==> src/rtl/spi_pkg.sv <==
// Shared SPI types and constants.
// Used by the SPI receiver and its synchronizer.
package spi_pkg;

  typedef enum logic [1:0] {
    IDLE,
    RECEIVE,
    DONE
  } spi_rx_state_t;

  localparam int SPI_MSB_FIRST   = 0;
  localparam int SPI_LSB_FIRST   = 1;
  localparam int SPI_DATA_LENGTH = 8;

endpackage

==> src/rtl/spi_sync_edge.sv <==
// Multi-flop input synchronizer with a history flop.
// Provides the synced level plus rise and fall detects.
module spi_sync_edge
  import spi_pkg::*;
#(
  parameter int   SYNC_STAGES = 2,
  parameter logic RESET_VAL   = 1'b0
) (
  input  logic CLK,
  input  logic RST_N,
  input  logic D,
  output logic LEVEL,
  output logic RISE,
  output logic FALL
);

  logic [SYNC_STAGES-1:0] sync_q;
  logic                   hist_q;
  logic [SYNC_STAGES:0]   fill_q;

  always_ff @(posedge CLK) begin
    if (!RST_N) begin
      sync_q <= {SYNC_STAGES{RESET_VAL}};
      hist_q <= RESET_VAL;
      fill_q <= '0;
    end else begin
      sync_q <= {sync_q[SYNC_STAGES-2:0], D};
      hist_q <= LEVEL;
      fill_q <= {fill_q[SYNC_STAGES-1:0], 1'b1};
    end
  end

  // Edges are reported only once every flop holds a real sample,
  // so the forced reset value never looks like a transition.
  assign LEVEL = sync_q[SYNC_STAGES-1];
  assign RISE  = fill_q[SYNC_STAGES] & LEVEL & ~hist_q;
  assign FALL  = fill_q[SYNC_STAGES] & ~LEVEL & hist_q;

endmodule

==> src/rtl/spi_rx.sv <==
// SPI mode-0 slave receiver, oversampled in the CLK domain.
// Delivers one word per SS_N frame over a valid/ready port.
module spi_rx
  import spi_pkg::*;
#(
  parameter int DATA_LENGTH     = SPI_DATA_LENGTH,
  parameter int SHIFT_DIRECTION = SPI_MSB_FIRST,
  parameter int SYNC_STAGES     = 2
) (
  input  logic                   CLK,
  input  logic                   RST_N,
  input  logic                   MCLK,
  input  logic                   SS_N,
  input  logic                   SDI,
  output logic [DATA_LENGTH-1:0] DATA,
  output logic                   VALID,
  input  logic                   READY,
  output logic                   BUSY,
  output logic                   OVERRUN,
  output logic                   FRAME_ERR
);

  localparam int CW = $clog2(DATA_LENGTH + 1);
  localparam logic [CW-1:0] LAST = CW'(DATA_LENGTH);

  logic mclk_rise, ss_rise, ss_fall, sdi_lvl;
  logic unused_mclk_lvl, unused_mclk_fall, unused_ss_lvl;
  logic unused_sdi_rise, unused_sdi_fall;

  spi_sync_edge #(
    .SYNC_STAGES(SYNC_STAGES),
    .RESET_VAL  (1'b0)
  ) u_mclk (
    .CLK  (CLK),
    .RST_N(RST_N),
    .D    (MCLK),
    .LEVEL(unused_mclk_lvl),
    .RISE (mclk_rise),
    .FALL (unused_mclk_fall)
  );

  spi_sync_edge #(
    .SYNC_STAGES(SYNC_STAGES),
    .RESET_VAL  (1'b1)
  ) u_ss (
    .CLK  (CLK),
    .RST_N(RST_N),
    .D    (SS_N),
    .LEVEL(unused_ss_lvl),
    .RISE (ss_rise),
    .FALL (ss_fall)
  );

  spi_sync_edge #(
    .SYNC_STAGES(SYNC_STAGES),
    .RESET_VAL  (1'b0)
  ) u_sdi (
    .CLK  (CLK),
    .RST_N(RST_N),
    .D    (SDI),
    .LEVEL(sdi_lvl),
    .RISE (unused_sdi_rise),
    .FALL (unused_sdi_fall)
  );

  spi_rx_state_t          state_q, state_n;
  logic [CW-1:0]          cnt_q, cnt_n;
  logic [DATA_LENGTH-1:0] sr_q, sr_n, shifted;
  logic                   done_q, done_n, ferr_n;

  always_comb begin
    if (SHIFT_DIRECTION == SPI_LSB_FIRST)
      shifted = {sdi_lvl, sr_q[DATA_LENGTH-1:1]};
    else
      shifted = {sr_q[DATA_LENGTH-2:0], sdi_lvl};
  end

  always_comb begin
    state_n = state_q;
    cnt_n   = cnt_q;
    sr_n    = sr_q;
    done_n  = 1'b0;
    ferr_n  = 1'b0;
    unique case (state_q)
      IDLE: begin
        if (ss_fall) begin
          state_n = RECEIVE;
          cnt_n   = '0;
          sr_n    = '0;
        end
      end
      RECEIVE: begin
        if (mclk_rise) begin
          sr_n  = shifted;
          cnt_n = cnt_q + CW'(1);
          if (cnt_n == LAST) begin
            done_n  = 1'b1;
            state_n = DONE;
          end
        end
        // A final bit landing with SS_N rise still completes the word.
        if (ss_rise) begin
          ferr_n  = ~done_n;
          state_n = IDLE;
        end
      end
      DONE: begin
        if (ss_rise) state_n = IDLE;
      end
      default: state_n = IDLE;
    endcase
  end

  always_ff @(posedge CLK) begin
    if (!RST_N) begin
      state_q   <= IDLE;
      cnt_q     <= '0;
      sr_q      <= '0;
      done_q    <= 1'b0;
      DATA      <= '0;
      VALID     <= 1'b0;
      OVERRUN   <= 1'b0;
      FRAME_ERR <= 1'b0;
    end else begin
      state_q   <= state_n;
      cnt_q     <= cnt_n;
      sr_q      <= sr_n;
      done_q    <= done_n;
      FRAME_ERR <= ferr_n;
      if (done_q) begin
        DATA  <= sr_q;
        VALID <= 1'b1;
        if (VALID && !READY) OVERRUN <= 1'b1;
      end else if (VALID && READY) begin
        VALID <= 1'b0;
      end
    end
  end

  assign BUSY = (state_q != IDLE);

endmodule
==> config.mk <==
export PLATFORM = sky130hd
export DESIGN_NAME = spi_rx
export DESIGN_NICKNAME = d
export VERILOG_FILES = /design/src/rtl/spi_pkg.sv /design/src/rtl/spi_sync_edge.sv /design/src/rtl/spi_rx.sv
export SDC_FILE = /design/constraint.sdc
export NUM_CORES = 1
export LEC_CHECK = 0
export CAP_MARGIN = 30
export CORE_MARGIN = 2
export CORE_UTILIZATION = 47
export CTS_CLUSTER_DIAMETER = 30
export DETAILED_ROUTE_END_ITERATION = 8
export PLACE_DENSITY = 0.73
export SLEW_MARGIN = 0
export SYNTH_ARGS = -nofsm -noshare
export SYNTH_HDL_FRONTEND = slang
export SYNTH_SLANG_ARGS = --single-unit
export TNS_END_PERCENT = 30
==> constraint.sdc <==
create_clock -name CLK -period 1.2 [get_ports CLK]
set_input_delay 0.24 -clock CLK [delete_from_list [all_inputs] [get_ports CLK]]
set_output_delay 0.24 -clock CLK [all_outputs]
set_load 0.05 [all_outputs]
**Word level (Yosys, flattened, before mapping)**

Cells that the tools add are included.

- $add $sub $neg: 1
- Equal/unequal tests: 8
- Mux-type cells: 19
- Bitwise gates (word level): 10
- Reductions and logical operators: 12

Operators with widths:

| kind | number |
|---|---|
| $mux W8 | 2 |
| $pmux W8 S2 | 1 |
| $mux W2 | 5 |
| $mux W4 | 2 |
| $pmux W4 S2 | 1 |
| $mux W1 | 7 |
| $and A1 B1 Y1 | 6 |
| $ne A2 B2 Y1 const B | 3 |
| $ne A3 B3 Y1 const B | 2 |
| $pmux W2 S3 | 1 |
| $reduce_and A3 Y1 | 2 |
| $reduce_bool A2 Y1 | 3 |
| $add A4 B1 Y4 const B | 1 |
| $eq A4 B4 Y1 const B | 1 |
| $not A1 Y1 | 4 |
| $reduce_and A2 Y1 | 2 |
| $reduce_and A4 Y1 | 1 |
| $eq A2 B1 Y1 const B | 1 |
| $eq A2 B2 Y1 const B | 1 |
| $logic_and A1 B1 Y1 | 2 |
| $logic_not A2 Y1 | 1 |
| $logic_not A1 Y1 | 1 |

- Flip-flop bits (word level): 40
- Bits of input ports: 6
- Output and inout bits: 12
- Word-level logic and storage cells: 67

**Logic depth before layout (Yosys ltp)**

- Depth in word-level cells: 6
- Depth in mapped cells: 5
- Depth with buffers taken out: 4

**Hierarchy**

Synthesis repeated with hierarchy kept, for this count alone.

- Cells, all modules: 141
- Area, all modules: 1,529.0 µm²

By module, submodules not included:

| module | instances | cells each | area an instance (µm²) | seq. area each (µm²) |
|---|---|---|---|---|
| spi_rx | 1 | 102 | 1,019.7 | 520.5 |
| spi_sync_edge (u_mclk ...) | 2 | 13 | 170.2 | 120.1 |
| spi_sync_edge (u_ss) | 1 | 13 | 168.9 | 120.1 |

**Worst setup path before layout**

Ideal clock, no wire load.

- Path kind: reg2reg
- From: register u_ss.fill_q[2]
- To: register sr_q[7]
- Setup time: 0.118 ns
- Data arrival time: 1.012 ns
- Required time: 1.082 ns
- Setup slack: 0.070 ns
- Cell stages (with the launch flop): 6
- Path buffers: 1
- Clock period less this slack: 1.130 ns
- Cell sequence: dfxtp_1 and3b_4 and2_4 buf_8 a22oi_1 nor2b_1

- Word-level cells in the longest chain between the ends: 4

Ends and longest elaborated chain:

| item | RTL line | source |
|---|---|---|
| start, declared | spi_sync_edge.sv:19 | `logic [SYNC_STAGES:0] fill_q;` |
| start signal, assigned | spi_sync_edge.sv:29 | `fill_q <= {fill_q[SYNC_STAGES-1:0], 1'b1};` |
| $and A1 B1 Y1 (2 in a row) | spi_sync_edge.sv:37 | `assign FALL = fill_q[SYNC_STAGES] & ~LEVEL & hist_q;` |
| $ne A2 B2 Y1 (no source line) | - |  |
| $reduce_and A3 Y1 (no source line) | - |  |
| end signal, assigned | spi_rx.sv:127 | `sr_q <= sr_n;` |
| end, declared | spi_rx.sv:68 | `logic [DATA_LENGTH-1:0] sr_q, sr_n, shifted;` |

Every way passes these cells.
A chain may end at the register's enable or synchronous reset.

**Worst setup path after layout**

- From: register state_q[0]
- To: output BUSY

- Word-level cells in the longest chain between the ends: 1

Ends and longest elaborated chain:

| item | RTL line | source |
|---|---|---|
| start, declared | spi_rx.sv:66 | `spi_rx_state_t state_q, state_n;` |
| start signal, assigned | spi_rx.sv:125 | `state_q <= state_n;` |
| $reduce_bool A2 Y1 | spi_rx.sv:140 | `assign BUSY = (state_q != IDLE);` |
| end, declared | spi_rx.sv:18 | `output logic BUSY,` |

Every way passes these cells.

==> results.cfg <==
[critical_path]
crit_chain = or2_4, buf_8
cp-start-kind = flip-flop
reg2reg_from = state_q[0]
critPathMaxStageDelay_ns = 0.34
crit_buf_inv = 1
cp.depth = 2
critPathArrivalTime_ns = 1.08
cp_top_family = flip-flops
path_max_fanout = 2
crit_path_top_delay_cell = dfxtp_2
crit_path_end_kind = primary output
r2r_cells = 6
rrSetupSlack_ns = -0.10
r2r-end = sr_q[2]
worstPathRequired_ns = 0.96
critPathKind = flip-flop to primary output

[place]
place_ws_ns = -0.0660
hpwl_microns = 1530
io_buffers = 17
gp_congestion = 0.757
placed_area_sq_um = 1650

[clocking]
cts_sinks = 37
worstSkewPairLatency_ns = 0.33
tritoncts = done
clockRootBuffer = clkbuf_4
clk_pin_slew_ns = 0.10
ctsHoldBuffers = 0
cts_max_level = 2
cts_buffer_depth = 2
numCtsBuffers = 5

[layout]
antenna_cells = 0
stdcell_area_sq_um = 1810
drive_above_1_share_pct = 30.4
syn_to_final_growth_pct = 35.3
nets = 154
final_cell_mix = dfxtp_1 (34), nor2b_1 (19), buf_12 (11)
layout_commonest_cell = dfxtp_1

[global_route]
grt_pass1_wl_microns = 3770
grt_start_max_net_pins = 18
antenna_found_initial = 0
overflow = 0
grt_pass1_vias = 861
grtUsageTotal_pct = 15.6

[routing]
postRouteAntennaNets = 0
vias = 918
drc = 0
wirelength_microns = 2330
drtIter0Drc = 14
drt_first_pass_iters = 5
viasPerCell = 5.13
wl_per_cell_microns = 13.0

[power]
switchingPower_mw = 0.418
p_sw_share_pct = 20.5
peakVddDrop_v = 0.000996
comb_power_share_pct = 3.4
pwr-share-seq_pct = 61.2
powerDensity_nw_per_um2 = 1130
power_leakage_nw = 0.654
p_int_mw = 1.62
p_total_mw = 2.04
p_clk_share_pct = 35.4

[outcome]
violations = setup timing
status = complete, but fails checks

[floorplanning]
fp.dieW_microns = 57.4
start_util_pct = 49.0
die_y_microns = 57.4
ioPinCount = 18
rows = 19
die-area_sq_um = 3290
core_sq_um = 2730

[synth]
syn_inst = 122
ys_ff_latch = 37
synth_top_area_share_pct = 55.3
synth.largest_area_cell = dfxtp_1
synthesis.area_sq_um = 1340
yosys-top-cells-area = dfxtp_1 (55%), nor2b_1 (8.9%), mux2i_1 (6.0%)
ys_warn_count = 0
ys_types = 32
syn_area_per_cell_sq_um = 11.0
seq_area_frac_synth_pct = 55.3
syn_nets = 129

[sta]
hold_violations = 0
fin_skew_ns = 0.0105
grt_setup_unrepaired = true
setup_viol = 12
post-route-min-period_ns = 1.32
drv_slew = 0
tightest_slew_ns = 0.228
fmax_ghz = 0.759
post-route-period-util_pct = 110
fin_ws_ns = -0.117
slew_headroom_pct = 84.7
tns_ns = -0.909

[hold_path]
min_delay_path_depth = 1
holdCritPathClass = flip-flop to flip-flop
hp-start = u_ss.sync_q[0]
min_to = u_ss.sync_q[1]

[job]
cap_viol_max_count = 0
-- logic make-up (layout without fill, tap and decap cells) --
family	Yosys count	count (layout)	share of synthesized area (%)
xor gates and xnor gates	3	3	1.96
and+or+nand+nor	52	52	23.6
buffers and inverters	6	32	2.62
adders and majority gates	1	1	0.934
DFF	37	37	55.3
muxes	8	8	5.98
AOI/OAI and AO/OA	15	15	9.53
-- metrics by stage --
step / cells / hold slack (ns) / utilization [%]
after floorplan: 122 / 0.268 / -
after detailed placement: 168 / 0.397 / 60.2
after global routing: 179 / 0.441 / 66.3
after CTS: 177 / 0.420 / 63.5
after global placement: 168 / 0.394 / 60.2
final: 179 / 0.416 / 66.3
-- registers in the layout (all words and copies together) (netlist names) --
signal,count
FRAME_ERR,1
VALID,1
u_mclk.sync_q,2
u_ss.sync_q,2
u_ss.fill_q,3
DATA,8
u_sdi.sync_q,2
state_q,2
done_q,1
u_ss.hist_q,1
cnt_q,4
sr_q,8
u_mclk.hist_q,1
OVERRUN,1
-- worst register-to-register path: stages, from the launching register on --
cell and delay (ns):
dfxtp_2 0.34, buf_6 0.11, and4bb_2 0.34, a22oi_4 0.07, buf_6 0.14, a22oi_2 0.13
nor2b_1 0.06
-- layout make-up --
type / instances / area [sq um]
timing repair buffer: 23 / 342
clock inverter: 1 / 5.00
sequential: 37 / 744
fill: 199 / 922
clock buffer: 7 / 65.1
tap: 31 / 38.8
multi-input combinational: 79 / 613
inverter: 1 / 3.75
-- synthesized netlist by cell type --
cell,number
nor3_1,1
clkbuf_1,3
or2_2,1
and2b_4,1
dfxtp_1,37
xor2_1,2
o21a_1,1
nand2b_1,3
buf_2,1
a22oi_2,1
or2_1,1
nand3_1,4
nand2_1,6
o21ai_1,1
a22oi_4,1
mux2i_1,8
a22oi_1,8
xnor2_1,1
and2_1,7
ha_1,1
a21oi_1,1
nand3b_1,1
and2_4,1
buf_8,1
o32ai_1,1
and4bb_1,1
and3b_4,1
nand4b_1,1
nor2_1,4
inv_1,1
a21boi_1,1
nor2b_1,19
-- power by group through the flow --
stage          registers [mW]  logic [mW]  clock network (mW)
2_1_floorplan            1.28      0.0377                   0
3_3_place_gp             1.28      0.0646                   0
3_5_place_dp             1.28      0.0659                   0
4_1_cts                  1.25      0.0684               0.748
5_1_grt                  1.25      0.0759               0.802
6_report                 1.25      0.0695               0.724
-- per-layer routing --
layer	routed length, microns	GRT usage (%)
met5	0	0
met4	52	9.30
met3	105	6.80
met2	1140	24.2
met1	1030	17.8
-- worst max path at each step --
stage,start,end,slack [ns]
after global routing,state_q[1],BUSY,-0.17
after detailed placement,RST_N,cnt_q[3],-0.07
after global placement,RST_N,cnt_q[3],-0.04
final,state_q[0],BUSY,-0.12
after floorplan,u_ss.fill_q[2],sr_q[7],0.07
after CTS,state_q[1],BUSY,-0.13
-- timing repair --
action / CTS / global route
pin swaps: 7 / 9
buffers inserted: 1 / 2
endpoints found under the setup margin: 11 / 15
resized for setup: 6 / 13
No activity file was read; power rests on OpenSTA's default activity.
